**src/rtl/motor_ctrl_pkg.sv**
```systemverilog
// Shared definitions for the PWM motor driver: FSM encoding, default timing
// constants and the command magnitude helper.
package motor_ctrl_pkg;

   typedef enum logic [1:0] {
      ST_IDLE  = 2'd0,
      ST_DRIVE = 2'd1,
      ST_DEAD  = 2'd2
   } motor_state_e;

   localparam int PERIOD_DEF   = 1000;
   localparam int MAX_DUTY_DEF = 950;
   localparam int DEADTIME_DEF = 8;

   // 17 bits so that |-32768| is representable without wrapping
   function automatic logic [16:0] cmd_magnitude(input logic [15:0] cmd);
      logic [16:0] ext;
      ext = {cmd[15], cmd};
      return cmd[15] ? (17'd0 - ext) : ext;
   endfunction

endpackage

```
**src/rtl/pwm_motor_driver_if.sv**
```systemverilog
// Command and gate-drive signals between the PD controller and the motor
// driver.
interface pwm_motor_driver_if;

   logic [15:0] cmd_in;
   logic        cmd_valid;
   logic        pwm_a;
   logic        pwm_b;
   logic        dir;
   logic        sat_flag;
   logic        period_start;

   modport master (
      output cmd_in, cmd_valid,
      input  pwm_a, pwm_b, dir, sat_flag, period_start
   );

   modport slave (
      input  cmd_in, cmd_valid,
      output pwm_a, pwm_b, dir, sat_flag, period_start
   );

endinterface

```
**src/rtl/pwm_period_counter.sv**
```systemverilog
// Free-running PWM period counter 0..PERIOD-1 with a start flag at 0 and a
// load strobe on the last count.
module pwm_period_counter #(
   parameter int PERIOD = 1000
) (
   input  logic        clk,
   input  logic        rst_n,
   output logic [15:0] cnt_o,
   output logic        period_start_o,
   output logic        load_o
);

   localparam logic [15:0] LAST = 16'(PERIOD - 1);

   logic [15:0] cnt_q;
   logic [15:0] cnt_d;

   always_comb begin
      cnt_d = (cnt_q == LAST) ? 16'd0 : cnt_q + 16'd1;
   end

   always_ff @(posedge clk) begin
      if (!rst_n) begin
         cnt_q <= '0;
      end else begin
         cnt_q <= cnt_d;
      end
   end

   assign cnt_o          = cnt_q;
   assign period_start_o = (cnt_q == 16'd0);
   assign load_o         = (cnt_q == LAST);

endmodule

```
**src/rtl/pwm_motor_driver.sv**
```systemverilog
// H-bridge PWM driver: shadow/active command registers with duty clamp and a
// direction FSM that inserts dead time on reversal.
//
// state    | meaning
// ---------+------------------------------------------------------------
// ST_IDLE  | magnitude zero, both gates held low
// ST_DRIVE | gate for active dir high while cnt < mag
// ST_DEAD  | reversal in progress, both gates low for DEADTIME cycles
module pwm_motor_driver
   import motor_ctrl_pkg::*;
#(
   parameter int PERIOD   = PERIOD_DEF,
   parameter int MAX_DUTY = MAX_DUTY_DEF,
   parameter int DEADTIME = DEADTIME_DEF
) (
   input  logic              clk,
   input  logic              rst_n,
   pwm_motor_driver_if.slave bus
);

   localparam logic [15:0] MAX_D   = 16'(MAX_DUTY);
   localparam logic [15:0] DEAD_LD = 16'(DEADTIME);

   logic [15:0] cnt;
   logic        period_start;
   logic        load;

   logic [16:0] cmd_abs;
   logic [15:0] cmd_mag;
   logic        cmd_sat;

   motor_state_e state_q, state_d;
   logic [15:0]  smag_q, smag_d;
   logic         sdir_q, sdir_d;
   logic         ssat_q, ssat_d;
   logic [15:0]  mag_q, mag_d;
   logic         dir_q, dir_d;
   logic         sat_q, sat_d;
   logic [15:0]  dead_q, dead_d;
   logic         pwm_a_q, pwm_a_d;
   logic         pwm_b_q, pwm_b_d;

   pwm_period_counter #(
      .PERIOD(PERIOD)
   ) u_cnt (
      .clk           (clk),
      .rst_n         (rst_n),
      .cnt_o         (cnt),
      .period_start_o(period_start),
      .load_o        (load)
   );

   always_comb begin
      cmd_abs = cmd_magnitude(bus.cmd_in);
      cmd_sat = (cmd_abs > {1'b0, MAX_D});
      cmd_mag = cmd_sat ? MAX_D : cmd_abs[15:0];
   end

   always_comb begin
      smag_d  = smag_q;
      sdir_d  = sdir_q;
      ssat_d  = ssat_q;
      mag_d   = mag_q;
      dir_d   = dir_q;
      sat_d   = sat_q;
      state_d = state_q;
      dead_d  = dead_q;

      if (bus.cmd_valid) begin
         smag_d = cmd_mag;
         sdir_d = bus.cmd_in[15];
         ssat_d = cmd_sat;
      end

      if (state_q == ST_DEAD) begin
         if (dead_q > 16'd1) begin
            dead_d = dead_q - 16'd1;
         end else begin
            dead_d  = '0;
            state_d = ST_DRIVE;
         end
      end

      // load edge takes priority over a dead-time expiry in the same cycle
      if (load) begin
         mag_d = smag_q;
         sat_d = ssat_q;
         if (smag_q == 16'd0) begin
            state_d = ST_IDLE;
            dead_d  = '0;
         end else if ((sdir_q != dir_q) && (state_q != ST_IDLE)) begin
            state_d = ST_DEAD;
            dead_d  = DEAD_LD;
            dir_d   = sdir_q;
         end else begin
            state_d = ST_DRIVE;
            dead_d  = '0;
            dir_d   = sdir_q;
         end
      end

      pwm_a_d = (state_q == ST_DRIVE) && (cnt < mag_q) && !dir_q;
      pwm_b_d = (state_q == ST_DRIVE) && (cnt < mag_q) && dir_q;
   end

   always_ff @(posedge clk) begin
      if (!rst_n) begin
         state_q <= ST_IDLE;
         smag_q  <= '0;
         sdir_q  <= 1'b0;
         ssat_q  <= 1'b0;
         mag_q   <= '0;
         dir_q   <= 1'b0;
         sat_q   <= 1'b0;
         dead_q  <= '0;
         pwm_a_q <= 1'b0;
         pwm_b_q <= 1'b0;
      end else begin
         state_q <= state_d;
         smag_q  <= smag_d;
         sdir_q  <= sdir_d;
         ssat_q  <= ssat_d;
         mag_q   <= mag_d;
         dir_q   <= dir_d;
         sat_q   <= sat_d;
         dead_q  <= dead_d;
         pwm_a_q <= pwm_a_d;
         pwm_b_q <= pwm_b_d;
      end
   end

   assign bus.pwm_a        = pwm_a_q;
   assign bus.pwm_b        = pwm_b_q;
   assign bus.dir          = dir_q;
   assign bus.sat_flag     = sat_q;
   assign bus.period_start = period_start;

endmodule

```
**src/flat_wrapper.sv**
```systemverilog
// flat-port wrapper written by rule: the top's interface ports become plain ports
module pwm_motor_driver_flat import motor_ctrl_pkg::*;
#(
   parameter int PERIOD   = PERIOD_DEF,
   parameter int MAX_DUTY = MAX_DUTY_DEF,
   parameter int DEADTIME = DEADTIME_DEF
)
  (clk, rst_n, bus_cmd_in, bus_cmd_valid, bus_pwm_a, bus_pwm_b, bus_dir, bus_sat_flag, bus_period_start);
  pwm_motor_driver_if bus_i ();
  input  logic clk;
  input  logic rst_n;
  input wire logic [$bits(bus_i.cmd_in)-1:0] bus_cmd_in;
  input wire logic [$bits(bus_i.cmd_valid)-1:0] bus_cmd_valid;
  output wire logic [$bits(bus_i.pwm_a)-1:0] bus_pwm_a;
  output wire logic [$bits(bus_i.pwm_b)-1:0] bus_pwm_b;
  output wire logic [$bits(bus_i.dir)-1:0] bus_dir;
  output wire logic [$bits(bus_i.sat_flag)-1:0] bus_sat_flag;
  output wire logic [$bits(bus_i.period_start)-1:0] bus_period_start;
  assign bus_i.cmd_in = bus_cmd_in;
  assign bus_i.cmd_valid = bus_cmd_valid;
  assign bus_pwm_a = bus_i.pwm_a;
  assign bus_pwm_b = bus_i.pwm_b;
  assign bus_dir = bus_i.dir;
  assign bus_sat_flag = bus_i.sat_flag;
  assign bus_period_start = bus_i.period_start;
  pwm_motor_driver #(.PERIOD(PERIOD), .MAX_DUTY(MAX_DUTY), .DEADTIME(DEADTIME)) u_core (.clk(clk), .rst_n(rst_n), .bus(bus_i));
endmodule
```
**config.mk**
```make
export PLATFORM = sky130hd
export DESIGN_NAME = pwm_motor_driver_flat
export DESIGN_NICKNAME = d
export VERILOG_FILES = /design/src/rtl/motor_ctrl_pkg.sv /design/src/rtl/pwm_motor_driver_if.sv /design/src/rtl/pwm_period_counter.sv /design/src/rtl/pwm_motor_driver.sv /design/src/flat_wrapper.sv
export SDC_FILE = /design/constraint.sdc
export NUM_CORES = 1
export LEC_CHECK = 0
export CORE_UTILIZATION = 45
export CTS_BUF_LIST = sky130_fd_sc_hd__clkbuf_8
export DETAILED_ROUTE_END_ITERATION = 12
export PLACE_DENSITY_LB_ADDON = 0.3
export SYNTH_ARGS = -nofsm -noshare
export SYNTH_HDL_FRONTEND = slang
export SYNTH_SLANG_ARGS = --single-unit
export TNS_END_PERCENT = 100
```
**constraint.sdc**
```tcl
create_clock -name clk -period 6.7 [get_ports clk]
set_clock_uncertainty 0.05 [all_clocks]
set_input_delay 0.67 -clock clk [delete_from_list [all_inputs] [get_ports clk]]
set_output_delay 0.67 -clock clk [all_outputs]
set_load 0.01 [all_outputs]
```
==> results of run 1 <==
-- cells in the final DEF, fill, tap and decap left out, types with 2 or more instances in the layout --
master                            netlist  layout
sky130_fd_sc_hd__dfxtp_1               72      72
sky130_fd_sc_hd__nor2_1                42      42
sky130_fd_sc_hd__inv_1                 29      30
sky130_fd_sc_hd__nor2b_1               25      25
sky130_fd_sc_hd__xor2_1                23      23
sky130_fd_sc_hd__clkdlybuf4s50_1        0      23
sky130_fd_sc_hd__o21ai_0               22      22
sky130_fd_sc_hd__ha_1                  21      21
sky130_fd_sc_hd__nand2_1               20      20
sky130_fd_sc_hd__mux2i_1               19      19
sky130_fd_sc_hd__a21oi_1               18      18
sky130_fd_sc_hd__nand3_1               13      13
sky130_fd_sc_hd__nor3_1                11      11
sky130_fd_sc_hd__and2_1                11      11
sky130_fd_sc_hd__clkbuf_8               0      10
sky130_fd_sc_hd__nor4_1                 9       9
sky130_fd_sc_hd__xnor2_1                9       9
sky130_fd_sc_hd__a21o_1                 8       8
sky130_fd_sc_hd__a31oi_1                7       7
sky130_fd_sc_hd__nand4_1                7       7
sky130_fd_sc_hd__or3_1                  6       6
sky130_fd_sc_hd__nand2b_1               5       5
sky130_fd_sc_hd__and4_1                 4       4
sky130_fd_sc_hd__nor4b_1                3       3
sky130_fd_sc_hd__and3_1                 3       3
sky130_fd_sc_hd__o31ai_1                3       3
sky130_fd_sc_hd__a211oi_1               3       3
sky130_fd_sc_hd__bufinv_16              0       3
sky130_fd_sc_hd__o2111ai_1              2       2
sky130_fd_sc_hd__a21boi_0               2       2
sky130_fd_sc_hd__or4_1                  2       2
sky130_fd_sc_hd__a41o_1                 2       2
sky130_fd_sc_hd__o22ai_1                2       2
sky130_fd_sc_hd__o211ai_1               2       2
sky130_fd_sc_hd__buf_4                  1       2
-- cell families after synthesis --
logic type	after synthesis	synth area share [%]
mux	19	4.96
xor+xnor	32	7.31
compound gates	82	13.9
fa+ha+maj	21	6.85
simple gates	170	24.4
flops	72	37.6
buf+inv	47	4.99
-- final cells by class --
type | count | area [µm²]
well taps | 105 | 131
fillers | 777 | 3840
repair buffers | 25 | 245
multi-input cells | 324 | 2200
flip-flops and latches | 72 | 1440
clock inverters | 6 | 108
inverters | 29 | 109
clock buffers | 10 | 138
-- stage by stage --
stage / hold WS, ns / instance area (µm²) / instances
detailed placement: 0.397 / 4130 / 555
global placement: 0.394 / 4130 / 555
finish: 0.408 / 4380 / 571
floorplan: 0.382 / 3840 / 443
global route: 0.445 / 4380 / 571
CTS: 0.408 / 4380 / 571
-- power by group through the flow --
stage | logic (W) | clock network (W) | registers (W)
3_5_place_dp | 0.0000663 | 0 | 0.000450
3_3_place_gp | 0.0000648 | 0 | 0.000450
2_1_floorplan | 0.0000420 | 0 | 0.000448
6_report | 0.0000667 | 0.000415 | 0.000440
5_1_grt | 0.0000739 | 0.000443 | 0.000441
4_1_cts | 0.0000668 | 0.000423 | 0.000441
-- registers in the layout (all words and copies together) (netlist names) --
signal and cells:
u_core.sdir_q 1, u_core.bus.sat_flag 1, u_core.ssat_q 1, u_core.state_q 2, u_core.mag_q 16, u_core.bus.pwm_a 1, u_core.dead_q 16, u_core.smag_q 16
u_core.u_cnt.cnt_o 16, u_core.bus.dir 1, u_core.bus.pwm_b 1
-- worst max path at each step --
stage                  start          endpoint
2_1_floorplan  bus_cmd_in[4]  u_core.smag_q[3]
3_3_place_gp   bus_cmd_in[1]  u_core.smag_q[6]
3_5_place_dp   bus_cmd_in[1]  u_core.smag_q[5]
4_1_cts        bus_cmd_in[1]  u_core.smag_q[6]
5_1_grt        bus_cmd_in[1]  u_core.smag_q[5]
6_report       bus_cmd_in[0]  u_core.smag_q[5]
-- metal layers --
metal / global-route usage (%) / vias to the layer above
li1: - / 1597
met1: 23.6 / 1456
met2: 33.2 / 39
met3: 5.72 / 8
met4: 5.13 / 0
met5: 0 / -
-- critical path, stage by stage --
cell	delay [ns]
sky130_fd_sc_hd__clkdlybuf4s50_1	0.46
sky130_fd_sc_hd__inv_1	0.11
sky130_fd_sc_hd__ha_1	0.23
sky130_fd_sc_hd__nor2b_1	0.27
sky130_fd_sc_hd__nand4_2	0.18
sky130_fd_sc_hd__a2111oi_2	0.39
sky130_fd_sc_hd__a31oi_1	0.09
sky130_fd_sc_hd__nor4_2	0.90
sky130_fd_sc_hd__a31oi_1	0.17
==> flow_results.org, run 1 <==
** Run status
- Run status :: complete, no violations

** Synthesis
- Summing every instance area after synthesis gives 3840 µm².
- Number of synthesized flops with an enable pin :: 0
- Proportion of synthesized chip area in sequential cells :: between 30% and 40%
- Synth top cells by count :: sky130_fd_sc_hd__dfxtp_1 (72), sky130_fd_sc_hd__nor2_1 (42), sky130_fd_sc_hd__inv_1 (29), sky130_fd_sc_hd__nor2b_1 (25), sky130_fd_sc_hd__xor2_1 (23)
- For this run, the leading register cell type out of synthesis is sky130_fd_sc_hd__dfxtp_1.
- Share of the synthesized area in the top cell type :: ~38%
- Post-Syn Nets :: 483
- Most area-consuming cells after synthesis :: sky130_fd_sc_hd__dfxtp_1 (38%), sky130_fd_sc_hd__ha_1 (6.8%), sky130_fd_sc_hd__xor2_1 (5.3%)
- Fraction of registers with async set or reset after synthesis :: 0%
- Synthesis instantiated 55 different standard cells from the library.
- Yosys printed 0 warnings.
- Synthesis handed over a netlist of 443 instances.
- By instance count, the leading cell after synthesis is sky130_fd_sc_hd__dfxtp_1.
- Mean Syn Cell Area :: 8.66 µm²
- Counting flops and latches in the post-synthesis netlist gives 72.
- The largest total area in the synthesized netlist belongs to sky130_fd_sc_hd__dfxtp_1.

** Timing
- Setup violations remaining at the end of the flow were counted as 0.
- Setup repair after global routing missed its margin :: no
- For the finished layout, the period the worst path requires is 3.33 ns.
- Final number of hold-violating endpoints :: 0
- Sum of negative setup slack :: 0 ns
- Final worst-path setup slack :: between 3 and 4 ns
- Measured slew at the worst slew-check pin :: approximately 1 ns
- The worst pin sits at a relative slew slack of between 30 and 40%.
- Top achievable clock speed :: around 0.3 GHz
- Final max-slew violation count :: 0
- Final clock period utilization by the worst path :: roughly 50%

** Layout
- The number of antenna diodes in the final layout is 0.
- Nets@finish :: approximately 500
- Compared with the post-synthesis result, the final layout area differs by 14.1%.
- Once layout is complete, the utilization of the core stands at 53.3%.
- Of the cells placed in the final design, the portion with a size suffix greater than 1 is between 4 and 5%.

** Hold path
- Launch instance of the worst min-delay path :: u_core.dead_q[12]
- Hold-critical path depth :: 2
- Tightest Hold Check Type :: reg2reg
- End point of the most critical hold path :: u_core.dead_q[12]

** Power and ir drop
- In this run switching power makes up 21.8% of total power.
- Leakage power :: ~1.7 nW
- For this design the ratio of total power to cell area is approximately 210 nW/µm².
- The worst-case IR drop observed on VDD is approximately 0.00018 V.
- Combinational logic is responsible for between 7 and 8% of the overall power.
- The clock network is responsible for 45.0% of the overall power.
- Summed over all nets, the switching power comes to approximately 0.00020 W.
- The internal power of the cells totals a little over 0.0007 W.
- The share of total power dissipated in sequential elements is 47.8%.
- Total power after layout :: approximately 0.0009 W

** Critical path
- The worst setup path is launched from an input port.
- The endpoint identified for the worst register-to-register timing path is u_core.dead_q[4].
- For the worst setup path, the data arrival time is ~3.5 ns.
- Across all register-to-register paths, the minimum setup slack is ~3.8 ns.
- Measured in cells, the most critical reg-to-reg path has a length of 7.
- Crit Path Max Fanout :: 11
- Classification of the worst setup path :: in2reg
- The worst setup path is captured at a flip-flop.
- Worst endpoint required time :: just under 7 ns
- In this run the critical register-to-register path is launched from u_core.u_cnt.cnt_o[0].

** CTS
- CTS sink count :: 72
- Num CTS Buffers :: 9
- Once the clock tree was built, the setup fixing pass inserted 0 buffers.
- After clock tree synthesis, the flow added hold-fix buffers numbering 0.
- Clock tree from TritonCTS :: yes
- Max Root-Sink Buffers :: 2
- Gates resized during post-CTS repair numbered 0.
- Clock input transition at the sequential cells of the worst setup and hold paths :: around 0.080 ns
- Worst skew pair latency :: roughly 0.34 ns
- Clock H-tree levels :: 3
- The cell sitting at the root of the clock tree is a sky130_fd_sc_hd__clkbuf_8.

** Global routing
- Antenna violations before repair :: 0
- Pin count of the biggest net entering global routing :: 39
- Global routing used 19.4% of the available tracks across all layers.
- Global-route congestion overflow total :: 0
- The via count of the first global-routing pass is about 2900.
- The first global-routing pass estimated 13.4 mm of wire.

** Drt
- For this run, design rule violations remaining after detail routing come to 0.
- Number of vias in the routed layout :: slightly above 3000
- Detailed routing placed a total of around 220 µm of wire on met3.
- Sum of routed wire segments on met1 :: 3.63 mm
- Routed len/inst :: ~14 µm
- Amount of wire on met2 after detailed routing :: about 3.9 mm
- Final Routed Wirelength :: between 7 and 8 mm
- In the routed layout, each cell is associated on average with a via count of 5.43.
- Routed signal wires occupy layers up through met4.
- The first TritonRoute pass finished after 4 iterations.
- The first routing iteration left 83 violations.
- Count of antenna-violating nets left after detailed routing :: 0

** Floorplanning
- In this run the count of I/O pins placed on the die edge is 24.
- In this run the horizontal extent of the chip is between 90 and 100 µm.
- Die outline area :: between 8000 and 9000 µm²
- Core Box Area :: ~8000 µm²
- In this run the core area contains 33 standard-cell rows.
- Once the floorplan was initialized, standard cells occupied approximately 47% of the core.
- Die outline height :: roughly 94 µm

** Flow run
- Across the run, the number of max-cap violations was 0.

** Place
- HPWL after detailed placement :: 5.65 mm
- The count of buffers added on input and output ports is 23.
- At the placement stage, the worst setup path has a slack of just over 3 ns.
- The congestion estimate from routability-driven global placement came to ~0.84.
(Power assumes the default switching activity.)
==> inputs of run 2 (changes only) <==
Clock period 6.7 ns to 2.9 ns, I/O delays scaled along.
==> run 2 against run 1 <==
Effect of this change:
- sequential power rose by 130%
- register-to-register slack lost 3.4 ns
- hold slack worse by 0.0015 ns
- count of clock-buffer cells in the layout unchanged
- clock power increased by 110%
- largest cell class unchanged
- final area up 1.1%
- largest power group unchanged
- critical endpoint is now bus_period_start
- sequential share of layout area is 0.37 points lower
- sequential cell count unchanged
- worst setup slack got worse by 2.9 ns
- critical path depth down 4
- core utilization grew 0.61 points
==> flow_results.org, run 2 (synthesis results as in run 1) <==
** Drt
- The count of antenna-violating nets left after detailed routing came to 0 (unchanged).
- The post-route DRC violation count was 0 (unchanged).
- The number of design-rule violations left by the first detailed-router iteration was 110 (+33%).
- The number of vias per cell is 5.39 (-0.67%).
- The final routed wire length divided by cell count is 13.6 µm (-0.78%).
- Number of vias in the routed layout :: 3133 (+1.1%)
- Final Routed Wirelength :: 7.88 mm (+0.96%)
- Detailed-routing iteration count for the pre-antenna-repair pass :: 4 (unchanged)

** Hold path
- Tightest Hold Check Type :: reg2reg
- Launch instance of the worst min-delay path :: u_core.dead_q[12]

** Critical path
- Worst reg2reg endpoint :: u_core.dead_q[7]
- Reg-to-reg slack, setup :: 0.48 ns (-3.35 ns)
- The most critical setup path has its endpoint at bus_period_start.
- Nature of the critical path endpoint :: output pin
- Worst endpoint required time :: 2.56 ns (-4.27 ns)
- Logic depth of the worst register-to-register path :: 5 (-2)
- The arrival time of the worst setup path was 2.08 ns (-1.38 ns).
- Tracing the worst setup path back leads to its startpoint at u_core.u_cnt.cnt_o[0].
- STA classifies the critical path startpoint as a flip-flop.
- The delay of the slowest cell on the worst path was 0.55 ns (-0.35 ns).
- Crit path buffers/inverters :: 2 (unchanged)
- The setup path with the least slack is of type reg2out.
- Worst-path cell chain :: inv_1 -> ha_1 -> nor4b_1 -> and4_1 -> clkdlybuf4s50_1
- Cell with the largest stage delay on the worst path :: sky130_fd_sc_hd__clkdlybuf4s50_1
- The depth of the critical timing path with buffers and inverters included was 5 (-4).
- Reg2reg start :: u_core.dead_q[4]
- Crit Path Max Fanout :: 8 (-3)
- Critical path's top delay family :: buffers and inverters

** Timing
- Relative slew slack :: 54.7% (+21 points)
- Top achievable clock speed :: between 0.4 and 0.5 GHz
- Sum of negative setup slack :: 0 ns (unchanged)
- Setup repair after global routing missed its margin :: no
- Final number of hold-violating endpoints :: 0 (unchanged)
- Final max-slew violation count :: 0 (unchanged)
- The number of endpoints failing setup at the final stage was 0 (unchanged).
- The slew at the pin closest to its max-slew limit came to 0.678 ns (-0.301 ns).
- Final clock period utilization by the worst path :: roughly 83%
- Time the worst path needs with I/O delays and setup :: roughly 2.4 ns
- The least setup slack across all paths after layout came to 0.480 ns (-2.89 ns).
- The worst hold margin came to 0.406 ns (-0.00150 ns).

** Layout
- The antenna diode instance count is 0 (unchanged).
- Core utilization of the finished layout :: 53.9% (+0.61 points)
- Area added between synthesis and finish :: 15.4%
- The final cell count without fillers was 581 (+1.8%).
- Leaving out fill and tap cells, the most frequent cell in the layout is sky130_fd_sc_hd__dfxtp_1.
- FILL cells :: 777 (unchanged)
- In the layout the commonest cells are sky130_fd_sc_hd__dfxtp_1 (72), sky130_fd_sc_hd__nor2_1 (42), sky130_fd_sc_hd__inv_1 (29), sky130_fd_sc_hd__nor2b_1 (25).
- Nets@finish :: 511 (+2.0%)
- The layout cell share with drive strength beyond 1 is 6.93% (+2.2 points).

** CTS
- The number of gates resized after CTS is 0 (unchanged).
- The number of buffers on the longest clock path was 2 (unchanged).
- The depth of the CTS H-tree was 3 (unchanged).
- The clock network latency to the later pin of the worst-skew pair came to 0.35 ns (about the same).
- Num CTS Buffers :: 9 (unchanged)
- The buffer count from post-CTS setup fixing was 0 (unchanged).
- Clock input transition at the sequential cells of the worst setup and hold paths :: 0.08 ns (about the same)
- TritonCTS built the clock tree.
- CTS placed an instance of sky130_fd_sc_hd__clkbuf_8 at the clock tree root.
- The hold-fix buffer count after cts was 0 (unchanged).
- CTS sink count :: 72 (unchanged)

** Floorplanning
- The number of placed I/O pins is 24 (unchanged).
- The horizontal die dimension was 94.3 µm (unchanged).
- The total die area is 8900 µm² (unchanged).
- The die height was 94.3 µm (unchanged).
- The effective utilization at floorplan came to 46.7% (unchanged).
- The placeable core area came to 8220 µm² (unchanged).
- The number of cell rows was 33 (unchanged).

** Global routing
- Antenna violations before repair :: 0 (unchanged)
- Combined global-route utilization of all metal layers :: 19.5% (+0.11 points)
- Vias in the first global route :: 2928 (+1.3%)
- The largest net degree at the start of global routing came to 23 (-41%).
- The sum of overflow across all layers after global routing was 0 (unchanged).
- Wire length of the first global-routing pass :: 13.6 mm (+1.1%)

** Place
- Number of buffer cells added on primary ports :: 23 (unchanged)
- Inst Count DP :: 565 (+1.8%)
- HPWL after detailed placement :: 5.89 mm (+4.2%)
- Final Wtd Congestion :: 0.850 (+0.66%)
- Worst slack at placement :: 0.150 ns (-2.90 ns)

** Power and ir drop
- The power density over cell area is 464 nW/µm² (+120%).
- Cell internal pwr :: 0.00158 W (+120%)
- The switching power share of the total came to 23.0% (+1.2 points).
- The clock network fraction of design power came to 42.6% (-2.4 points).
- Sw Pwr :: 0.000473 W (+140%)
- Logic gate share of total power :: 7.9% (+0.7 points)
- The leakage power was 1.69 nW (+2.1%).
- Peak supply drop :: 0.000301 V (+65%)
- Seq pwr share :: 49.5% (+1.7 points)

** Flow run
- Maximum Capacitance Violations :: 0 (unchanged)

** Run status
- The flow ran to the end, and the final reports show no timing, DRC or antenna violations.
run 2: cell count changes in the layout (fill, tap and decap cells not counted):
cell | previous run | this run
sky130_fd_sc_hd__buf_4 | 2 | 12
sky130_fd_sc_hd__bufinv_16 | 3 | 2
sky130_fd_sc_hd__clkinv_2 | 1 | 3
sky130_fd_sc_hd__clkinv_4 | 1 | 0
sky130_fd_sc_hd__clkinvlp_4 | 0 | 1
sky130_fd_sc_hd__inv_1 | 30 | 29
run 2: through the flow:
stage                     area, µm²  total power, W
after global routing           4430         0.00214
after detailed placement       4210         0.00120
final                          4430         0.00205
after global placement         4210         0.00120
after floorplan                3840         0.00113
after CTS                      4430         0.00208
run 2: final cells by class:
class | count | area [µm²] | share of cell area [%]
Tap cell | 105 | 131 | 2.97
Timing Repair Buffer | 35 | 320 | 7.24
Clock buffer | 10 | 138 | 3.11
Sequential cell | 72 | 1440 | 32.6
Clock inverter | 6 | 82.6 | 1.87
Inverter | 29 | 109 | 2.46
Multi-Input combinational cell | 324 | 2200 | 49.8
run 2: how the worst min path moves through the flow:
stage	to	slack, ns	cells after the start
after CTS	u_core.dead_q[12]	0.41	2
after detailed placement	u_core.dead_q[12]	0.39	2
after global placement	u_core.dead_q[12]	0.39	2
final	u_core.dead_q[12]	0.41	2
after floorplan	u_core.dead_q[12]	0.38	2
after global routing	u_core.dead_q[12]	0.42	2
run 2: per-layer routing:
layer	global-route usage (%)	vias up	wire, µm
li1	-	1617	-
met1	25.0	1474	3840
met2	31.9	33	3720
met3	4.67	9	200
met4	6.92	0	115
met5	0	-	0
run 2: tightest hold or removal path, stage by stage, from the launching register on:
cell                      delay, ns
sky130_fd_sc_hd__dfxtp_1       0.31
sky130_fd_sc_hd__nand2_1       0.05
sky130_fd_sc_hd__a21oi_1       0.05
run 2: power groups by stage:
stage                     Combinational, W  Clock (W)  Sequential (W)
final                             0.000163   0.000876         0.00102
after global routing              0.000181   0.000937         0.00102
after CTS                         0.000164   0.000897         0.00102
after detailed placement          0.000163          0         0.00104
after global placement            0.000158          0         0.00104
after floorplan                  0.0000971          0         0.00103
==> inputs of run 3 (changes only) <==
Clock period 2.9 ns to 2.4 ns, I/O delays scaled along.
==> run 3 against run 2 <==
Effect of this change:
- die area unchanged
- critical endpoint unchanged
- combinational power up 47%
- first-iteration DRC count up 15%
- critical path depth up 1
- highest routed layer unchanged
- non-clock buffer count up 24
- count of clock-buffer cells in the layout down 1
==> flow_results.org, run 3 (synthesis results as in run 1) <==
** Run status
- The flow ran to the end, and the final reports show no timing, DRC or antenna violations.

** Timing
- After layout, the worst path uses 95.6% of the clock period.
- Final setup fails :: 0 (unchanged)
- The worst hold margin was 0.422 ns (+0.0156 ns).
- Timing would allow up to approximately 0.44 GHz.
- The relative slew slack is 68.8% (+14 points).
- The slew at the pin closest to its max-slew limit is 0.464 ns (-0.214 ns).
- Final max-slew violation count :: 0 (unchanged)
- Final number of hold-violating endpoints :: 0 (unchanged)
- Time the worst path needs with I/O delays and setup :: 2.29 ns
- The least setup slack across all paths after layout was 0.105 ns (-0.375 ns).
- Setup repair after global routing missed its margin :: no

** Power and ir drop
- Peak supply drop :: 0.000479 V (+59%)
- The switching power share of the total is 22.7% (-0.28 points).
- Cell internal pwr :: 0.00202 W (+28%)
- Clock power share :: 44.1% (+1.5 points)
- Logic gate share of total power :: 9.2% (+1.3 points)
- The leakage power was 1.81 nW (+7.6%).
- Sw Pwr :: 0.000596 W (+26%)
- Power density relative to cell area :: 563 nW/µm² (+21%)
- Seq pwr share :: 46.7% (-2.8 points)

** Layout
- Antenna cells :: 0 (unchanged)
- The area of all placed cells without fillers is 4660 µm² (+5.2%).
- Most frequent standard cell in the layout excluding fill and tap cells :: sky130_fd_sc_hd__dfxtp_1
- Area added between synthesis and finish :: 21.4%
- FILL cells :: 746 (-4.0%)
- The layout cell share with drive strength beyond 1 was 12.6% (+5.7 points).
- The library cells used most frequently in the layout, excluding fill and tap cells, are sky130_fd_sc_hd__dfxtp_1 (71), sky130_fd_sc_hd__nor2_1 (42), sky130_fd_sc_hd__buf_4 (36), sky130_fd_sc_hd__inv_1 (29), sky130_fd_sc_hd__nor2b_1 (24).
- Core utilization of the finished layout :: 56.7% (+2.8 points)
- Register Area :: 1440 µm² (about the same)
- Number of cells in the finished layout apart from fillers :: 605 (+4.1%)
- The area used by multi-input combinational logic was 2230 µm² (+1.1%).
- Nets@finish :: 535 (+4.7%)

** Critical path
- Maximum cell stage delay along the critical path :: 0.54 ns (about the same)
- Critical path's top delay family :: buffers and inverters
- For this design, the slowest cell found on the critical path is sky130_fd_sc_hd__clkdlybuf4s50_1.
- STA classifies the critical path startpoint as a flip-flop.
- Crit path buffers/inverters :: 3 (+1)
- The arrival time of the worst setup path was 2.00 ns (-0.08 ns).
- Worst endpoint required time :: 2.11 ns (-0.45 ns)
- The signal on the critical path passes through buf_4 -> inv_1 -> ha_1 -> nor4b_2 -> and4_1 -> clkdlybuf4s50_1.
- The worst setup path is captured at an output pin.
- Crit Path Max Fanout :: 7 (-1)
- The critical path is of the reg2out type.

** CTS
- TritonCTS built the clock tree.
- Post-cts hold buffer count :: 0 (unchanged)
- The clock network latency to the later pin of the worst-skew pair came to 0.36 ns (about the same).
- The number of buffers on the longest clock path was 2 (unchanged).
- The total CTS buffers is 9 (unchanged).
- CTS sink count :: 72 (unchanged)
- Post CTS Setup Buffer Count :: 0 (unchanged)
- Clock H-tree levels :: 3 (unchanged)
- Clock input transition at the sequential cells of the worst setup and hold paths :: 0.08 ns (about the same)
- Library cell used as clock root buffer :: sky130_fd_sc_hd__clkbuf_8

** Floorplanning
- The horizontal die dimension came to 94.3 µm (unchanged).
- Initial core utilization :: 46.7% (unchanged)
- Die outline height :: 94.3 µm (unchanged)
- Core Box Area :: 8220 µm² (unchanged)
- FP Rows :: 33 (unchanged)
- Die outline area :: 8900 µm² (unchanged)
- The number of placed I/O pins was 24 (unchanged).

** Place
- Number of buffer cells added on primary ports :: 23 (unchanged)
- Worst slack at placement :: -0.282 ns (-0.433 ns)
- The final estimated routing congestion in global placement is 0.851 (about the same).
- The placed cell count came to 589 (+4.2%).
- The detailed placement HPWL is 6.13 mm (+4.2%).
- The placed standard-cell area came to 4390 µm² (+4.3%).

** Global routing
- In this run the most used layer during global routing was met2.
- Vias in the first global route :: 3173 (+8.4%)
- Global-route congestion overflow total :: 0 (unchanged)
- The initial antenna violation count was 0 (unchanged).
- The global-route wire length before repair is 14.2 mm (+5.0%).
- The met3 global-route usage came to 4.67% (unchanged).
- Combined global-route utilization of all metal layers :: 20.4% (+0.87 points)
- The largest net degree at the start of global routing was 38 (+65%).
- M1 GR Usage :: 24.8% (-0.21 points)
- The global-route track usage on met2 was 35.0% (+3.1 points).

** Flow run
- The count of maximum capacitance violations is 0 (unchanged).

** Drt
- The count of antenna-violating nets left after detailed routing came to 0 (unchanged).
- The final routed wire length divided by cell count is 13.7 µm (+1.1%).
- Final routed DRC violation total :: 0 (unchanged)
- Detailed-routing iteration count for the pre-antenna-repair pass :: 4 (unchanged)
- Final Routed Wirelength :: 8.29 mm (+5.3%)
- The number of vias per cell came to 5.44 (+0.81%).
- Initial DRC count :: 127 (+15%)
- Number of vias in the routed layout :: 3289 (+5.0%)

** Hold path
- The tightest min-delay check is of the reg2reg type.
==> run 3: cell types whose count changed in the layout (fill, tap and decap cells not counted), sizes merged <==
cell / previous run / this run
buf: 12 / 36
bufinv: 2 / 3
clkbuf: 10 / 9
==> run 3: what timing repair did <==
item / in CTS / in global routing
pin swaps: 1 / 0
cloned: 0 / 0
resized for setup: 1 / 6
setup endpoints to repair: 1 / 13
==> run 3: path summary, 6_finish.rpt <==
kind | start | to | slack (ns) | cells past startpoint
max | u_core.u_cnt.cnt_o[0] | bus_period_start | 0.11 | 6
min | u_core.dead_q[12] | u_core.dead_q[12] | 0.42 | 2
max reg2reg | u_core.dead_q[4] | u_core.dead_q[15] | 0.22 | 6
min reg2reg | u_core.dead_q[12] | u_core.dead_q[12] | 0.42 | 2
==> run 3: power by group through the flow <==
stage               logic (W)  clock network (W)  registers [W]
floorplan            0.000117                  0        0.00125
global placement     0.000229                  0        0.00125
detailed placement   0.000235                  0        0.00125
CTS                  0.000238            0.00118        0.00122
global route         0.000264            0.00123        0.00123
finish               0.000240            0.00116        0.00122
==> run 3: worst min-delay path, cell delays in order (launching register included) <==
cell and delay, ns:
sky130_fd_sc_hd__dfxtp_1 0.32, sky130_fd_sc_hd__nand2_1 0.05, sky130_fd_sc_hd__a21oi_1 0.05
==> run 3: per-stage QoR <==
step                      total power [W]  TNS (ns)
final                             0.00262         0
after global routing              0.00272         0
after CTS                         0.00264         0
after detailed placement          0.00149     -2.88
after global placement            0.00148     -1.52
after floorplan                   0.00137         0
==> run 3: layout make-up <==
| type | count | area share [%] |
|---|---|---|
| clock buffers | 9 | 2.66 |
| inverters | 29 | 2.34 |
| well taps | 105 | 2.82 |
| flip-flops and latches | 72 | 31.0 |
| clock inverters | 7 | 2.58 |
| multi-input cells | 324 | 47.9 |
| repair buffers | 59 | 10.7 |
==> run 3: routing by layer <==
| layer | share of wire (%) | vias up |
|---|---|---|
| met3 | 3.2 | 13 |
| met5 | 0 | - |
| met4 | 1.5 | 0 |
| met1 | 46 | 1554 |
| li1 | - | 1666 |
| met2 | 49 | 56 |
==> variant 1: new RTL, settings of run 3 <==
One comparison of `cnt_q` changes from == to >=.
--- a/src/rtl/pwm_period_counter.sv
+++ b/src/rtl/pwm_period_counter.sv
@@ -30,5 +30,5 @@
    assign cnt_o          = cnt_q;
    assign period_start_o = (cnt_q == 16'd0);
-   assign load_o         = (cnt_q == LAST);
+   assign load_o         = (cnt_q >= LAST);
 
 endmodule
Formal check against the unedited RTL: same outputs for any inputs over 10 cycles, from zero or initial values and one cycle with rst_n low; that may be too few to reach the edited logic, so the function may still have changed.
==> variant 1 against run 3 <==
- worst setup slack lost 0.021 ns
- total power shrank 6.1%
- sequential share of layout area shrank 1.4 points
- synthesized area grew 3.4%
- sequential cell count is the same
- design area grew 4.8%
- via count grew 8.7%
- first-iteration DRC count shrank 10%
- routed wire length grew 6.6%
- synthesized cell count grew 9.0%
- highest routed layer unchanged
==> variant 1: results (changes against run 3) <==
metric;value;unit;change
Worst Hold Class;in2reg;;
Final #Nets;581;;+8.6%
post-cts repair resize count;13;;+12
Comb pwr share;11.4;%;+2.2 points
top fanout value on the critical path;5;;-2
crit-path max cell delay;0.58;ns;+0.04 ns
DR iter-0 viols;114;;-10%
leakage power figure;0.001892;µW;+4.3%
endpoint of the worst setup timing path;u_core.smag_q[3]$_SDFFE_PN0P_;;
number of unique standard cell types used by synthesis;56;;+1.8%
register-to-register setup slack;0.27;ns;+0.05 ns
Fmax achieved;0.4319;GHz;-0.89%
crit path from;bus_cmd_in[6];;
result of the run;completed;;
worst flop-to-flop path startpoint;u_core.u_cnt.cnt_o[7]$_SDFF_PP0_;;
leading cell types by count after synthesis;dfxtp_1, nand2_1, nor2_1;;
all-layer global routing usage;20.88;%;+0.50 points
placement-stage worst setup slack;-0.4119;ns;-0.1295 ns
data arrival time of the critical path;2.54;ns;+0.54 ns
RD Place Congestion;0.8346;;-1.9%
sw power;603.2;µW;+1.3%
Reg power frac;49.9;%;+3.2 points
post-synth net total;522;;+8.1%
largest net degree at the start of global routing;40;;+5.3%
cell family with the largest share of critical-path delay;simple AND/OR/NAND/NOR gates;;
Critical-path top delay cell;or4_4;;
met3 layer usage reported by global route;4.976;%;+0.31 points
global-route wire length before repair;15040;µm;+5.6%
final non-filler cell total;652;;+7.8%
global routing usage on met2;35.30;%;+0.33 points
DR vias;3575;;+8.7%
Hold Path End;u_core.smag_q[0]$_SDFFE_PN0P_;;
launch instance of the worst min-delay path;bus_cmd_in[0];;
number of cells traversed by the worst hold path;3;;+1
worst hold slack;0.4098;ns;-0.01226 ns
DP Area;0.004571;mm²;+4.2%
relative max-transition margin;56.22;%;-13 points
fraction of the yosys area taken by sequential cells;36.34;%;-1.2 points
worst reg2reg path endpoint;u_core.mag_q[7]$_SDFFE_PN0N_;;
layout cells sized above 1;15.54;%;+2.9 points
variant 1: final cells by class:
cell class / instances / area (µm²)
Clock buffer: 10 / 137.6
Clock inverter: 6 / 60.06
Fill cell: 784 / 3505
Inverter: 30 / 112.6
Multi-Input combinational cell: 356 / 2400
Sequential cell: 72 / 1441
Tap cell: 105 / 131.4
Timing Repair Buffer: 73 / 594.3
variant 1: layer usage:
metal | routed length, µm | part of all wire (%)
met5 | 0 | 0
met1 | 4197 | 47
met3 | 264 | 3.0
met2 | 4289 | 49
met4 | 85 | 0.96
variant 1: cell families after synthesis:
logic type,Yosys count,share of synthesized area [%]
flip-flops,72,36.34
AND/OR/NAND/NOR,183,23.00
adder cells (fa/ha/maj),20,6.309
buffers and inverters,55,5.521
AO/OA/AOI/OAI,117,20.73
multiplexers,4,1.041
XOR/XNOR,32,7.066
variant 1: tightest hold or removal path, stage by stage:
cell	delay, ns
dlygate4sd2_1	0.26
buf_4	0.12
a32o_1	0.14
==> variant 2: new RTL, flow settings as in run 3 <==
Made on the original files. Set the package constant `PERIOD_DEF` to 750 (it was 1000).
--- a/src/rtl/motor_ctrl_pkg.sv
+++ b/src/rtl/motor_ctrl_pkg.sv
@@ -9,5 +9,5 @@
    } motor_state_e;
 
-   localparam int PERIOD_DEF   = 1000;
+   localparam int PERIOD_DEF   = 750;
    localparam int MAX_DUTY_DEF = 950;
    localparam int DEADTIME_DEF = 8;
Behaviour: no difference found for any inputs over 10 cycles, from zero or initial values and one cycle with rst_n low; that may be too few to reach the edited logic, so the function may still have changed.
==> variant 2 against run 3 <==
- critical path depth unchanged
- routed wire length is 1.4% lower
- design area is 1.7% lower
- clock power decreased by 30%
- synthesized area rose by 0.78%
- combinational power fell by 2%
- worst setup slack lost 0.061 ns
- sequential cell count unchanged
- final cell count fell by 1.2%
- critical endpoint is now u_core.dead_q[12]$_SDFFE_PN0P_
- critical path type is now reg2reg
- total power is 13% lower
==> variant 2: results (changes against run 3) <==
metric;value;unit;change
area used by multi-input combinational logic;0.002253;mm²;+1.1%
Critical-path top delay cell;or3b_2;;
placement-stage worst setup slack;-0.1854;ns;+0.09706 ns
Hold Path End;u_core.smag_q[14]$_SDFFE_PN0P_;;
met3 layer usage reported by global route;4.348;%;-0.32 points
met1 Track Usage GR;25.64;%;+0.86 points
relative area of non-clock buffer cells in the final design;10.55;%;-0.20 points
per-cell routed wire length;13.67;µm;-0.26%
RD Place Congestion;0.8467;;-0.45%
DR vias;3206;;-2.5%
worst reg2reg path endpoint;u_core.dead_q[12]$_SDFFE_PN0P_;;
number of unique standard cell types used by synthesis;58;;+5.5%
launch instance of the worst min-delay path;u_core.smag_q[14]$_SDFFE_PN0P_;;
flip-flop and latch count;72;;unchanged
via count of the first global-routing pass;3049;;-3.9%
layout cells sized above 1;11.97;%;-0.63 points
result of the run;completed;;
fraction of the yosys area taken by sequential cells;37.28;%;-0.29 points
Clock buffer cells;10;;+1
final non-filler cell total;598;;-1.2%
cell family with the largest share of critical-path delay;simple AND/OR/NAND/NOR gates;;
count of non-CTS buffers in the layout;55;;-6.8%
power dissipated in combinational cells;235;µW;-2%
sw power;553.3;µW;-7.1%
Clock Latency Late Sink;0.34;ns;-0.02 ns
length of routed met2 wiring;3722;µm;-8.3%
syn_area_per_cell;8.787;µm²;+1.5%
post-cts repair resize count;0;;-1
largest net degree at the start of global routing;36;;-5.3%
total half-perimeter wirelength after legalization and detailed placement;5964;µm;-2.7%
routed length on met3;243;µm;-8.6%
DR iter-0 viols;134;;+5.5%
VDD IR-drop max;288.1;µV;-40%
global-route wire length before repair;13890;µm;-2.4%
global routing usage on met2;31.89;%;-3.1 points
Multi-In Gates;323;;-0.31%
placed insts;584;;-0.85%
leakage power figure;0.001734;µW;-4.4%
worst flop-to-flop path startpoint;u_core.u_cnt.cnt_o[4]$_SDFF_PP0_;;
top fanout value on the critical path;6;;-1
leading cell types by count after synthesis;dfxtp_1, nor2_1, inv_1;;
all-layer global routing usage;19.72;%;-0.66 points
clock-net power;807;µW;-30%
sequential share of cell area;31.48;%;+0.50 points
number of cells traversed by the worst hold path;1;;-1
data arrival time of the critical path;2.54;ns;+0.54 ns
[variant 2: cell types whose count changed in the layout (fill, tap and decap cells not counted), moves of 5 or more]
cell,before,now
nand2_1,20,13
nand3_1,13,7
a21o_1,8,3
buf_4,36,31
a21oi_1,18,23
[variant 2: how the worst max path moves through the flow]
stage / startpoint / end / slack [ns] / depth (start not counted)
4_1_cts: u_core.u_cnt.cnt_o[8]$_SDFF_PP0_ / u_core.dead_q[12]$_SDFFE_PN0P_ / 0.007 / 6
3_5_place_dp: bus_cmd_in[0] / u_core.smag_q[4]$_SDFFE_PN0P_ / -0.19 / 10
6_report: u_core.u_cnt.cnt_o[4]$_SDFF_PP0_ / u_core.dead_q[12]$_SDFFE_PN0P_ / 0.04 / 6
3_3_place_gp: bus_cmd_in[6] / u_core.smag_q[0]$_SDFFE_PN0P_ / -0.12 / 7
5_1_grt: u_core.u_cnt.cnt_o[4]$_SDFF_PP0_ / u_core.dead_q[10]$_SDFFE_PN0P_ / -0.02 / 6
2_1_floorplan: u_core.u_cnt.cnt_o[0]$_SDFF_PP0_ / u_core.dead_q[15]$_SDFFE_PN0P_ / 0.30 / 8
[variant 2: metrics by stage]
stage / hold WS (ns) / util (%) / area [µm²]
after floorplan: 0.3413 / - / 3866
after global placement: 0.4234 / 53.33 / 4404
after detailed placement: 0.4327 / 53.33 / 4404
after CTS: 0.4489 / 55.27 / 4564
after global routing: 0.4750 / 55.44 / 4578
final: 0.4496 / 55.44 / 4578
[variant 2: cells by family (layout without fill, tap and decap cells)]
family,after synthesis,after routing,share of synthesized area [%]
AND/OR/NAND/NOR,170,170,25.60
multiplexers,19,19,4.919
flip-flops,72,72,37.28
adder cells (fa/ha/maj),21,21,6.796
XOR/XNOR,32,32,7.249
buffers and inverters,45,98,4.790
AO/OA/AOI/OAI,81,81,13.37
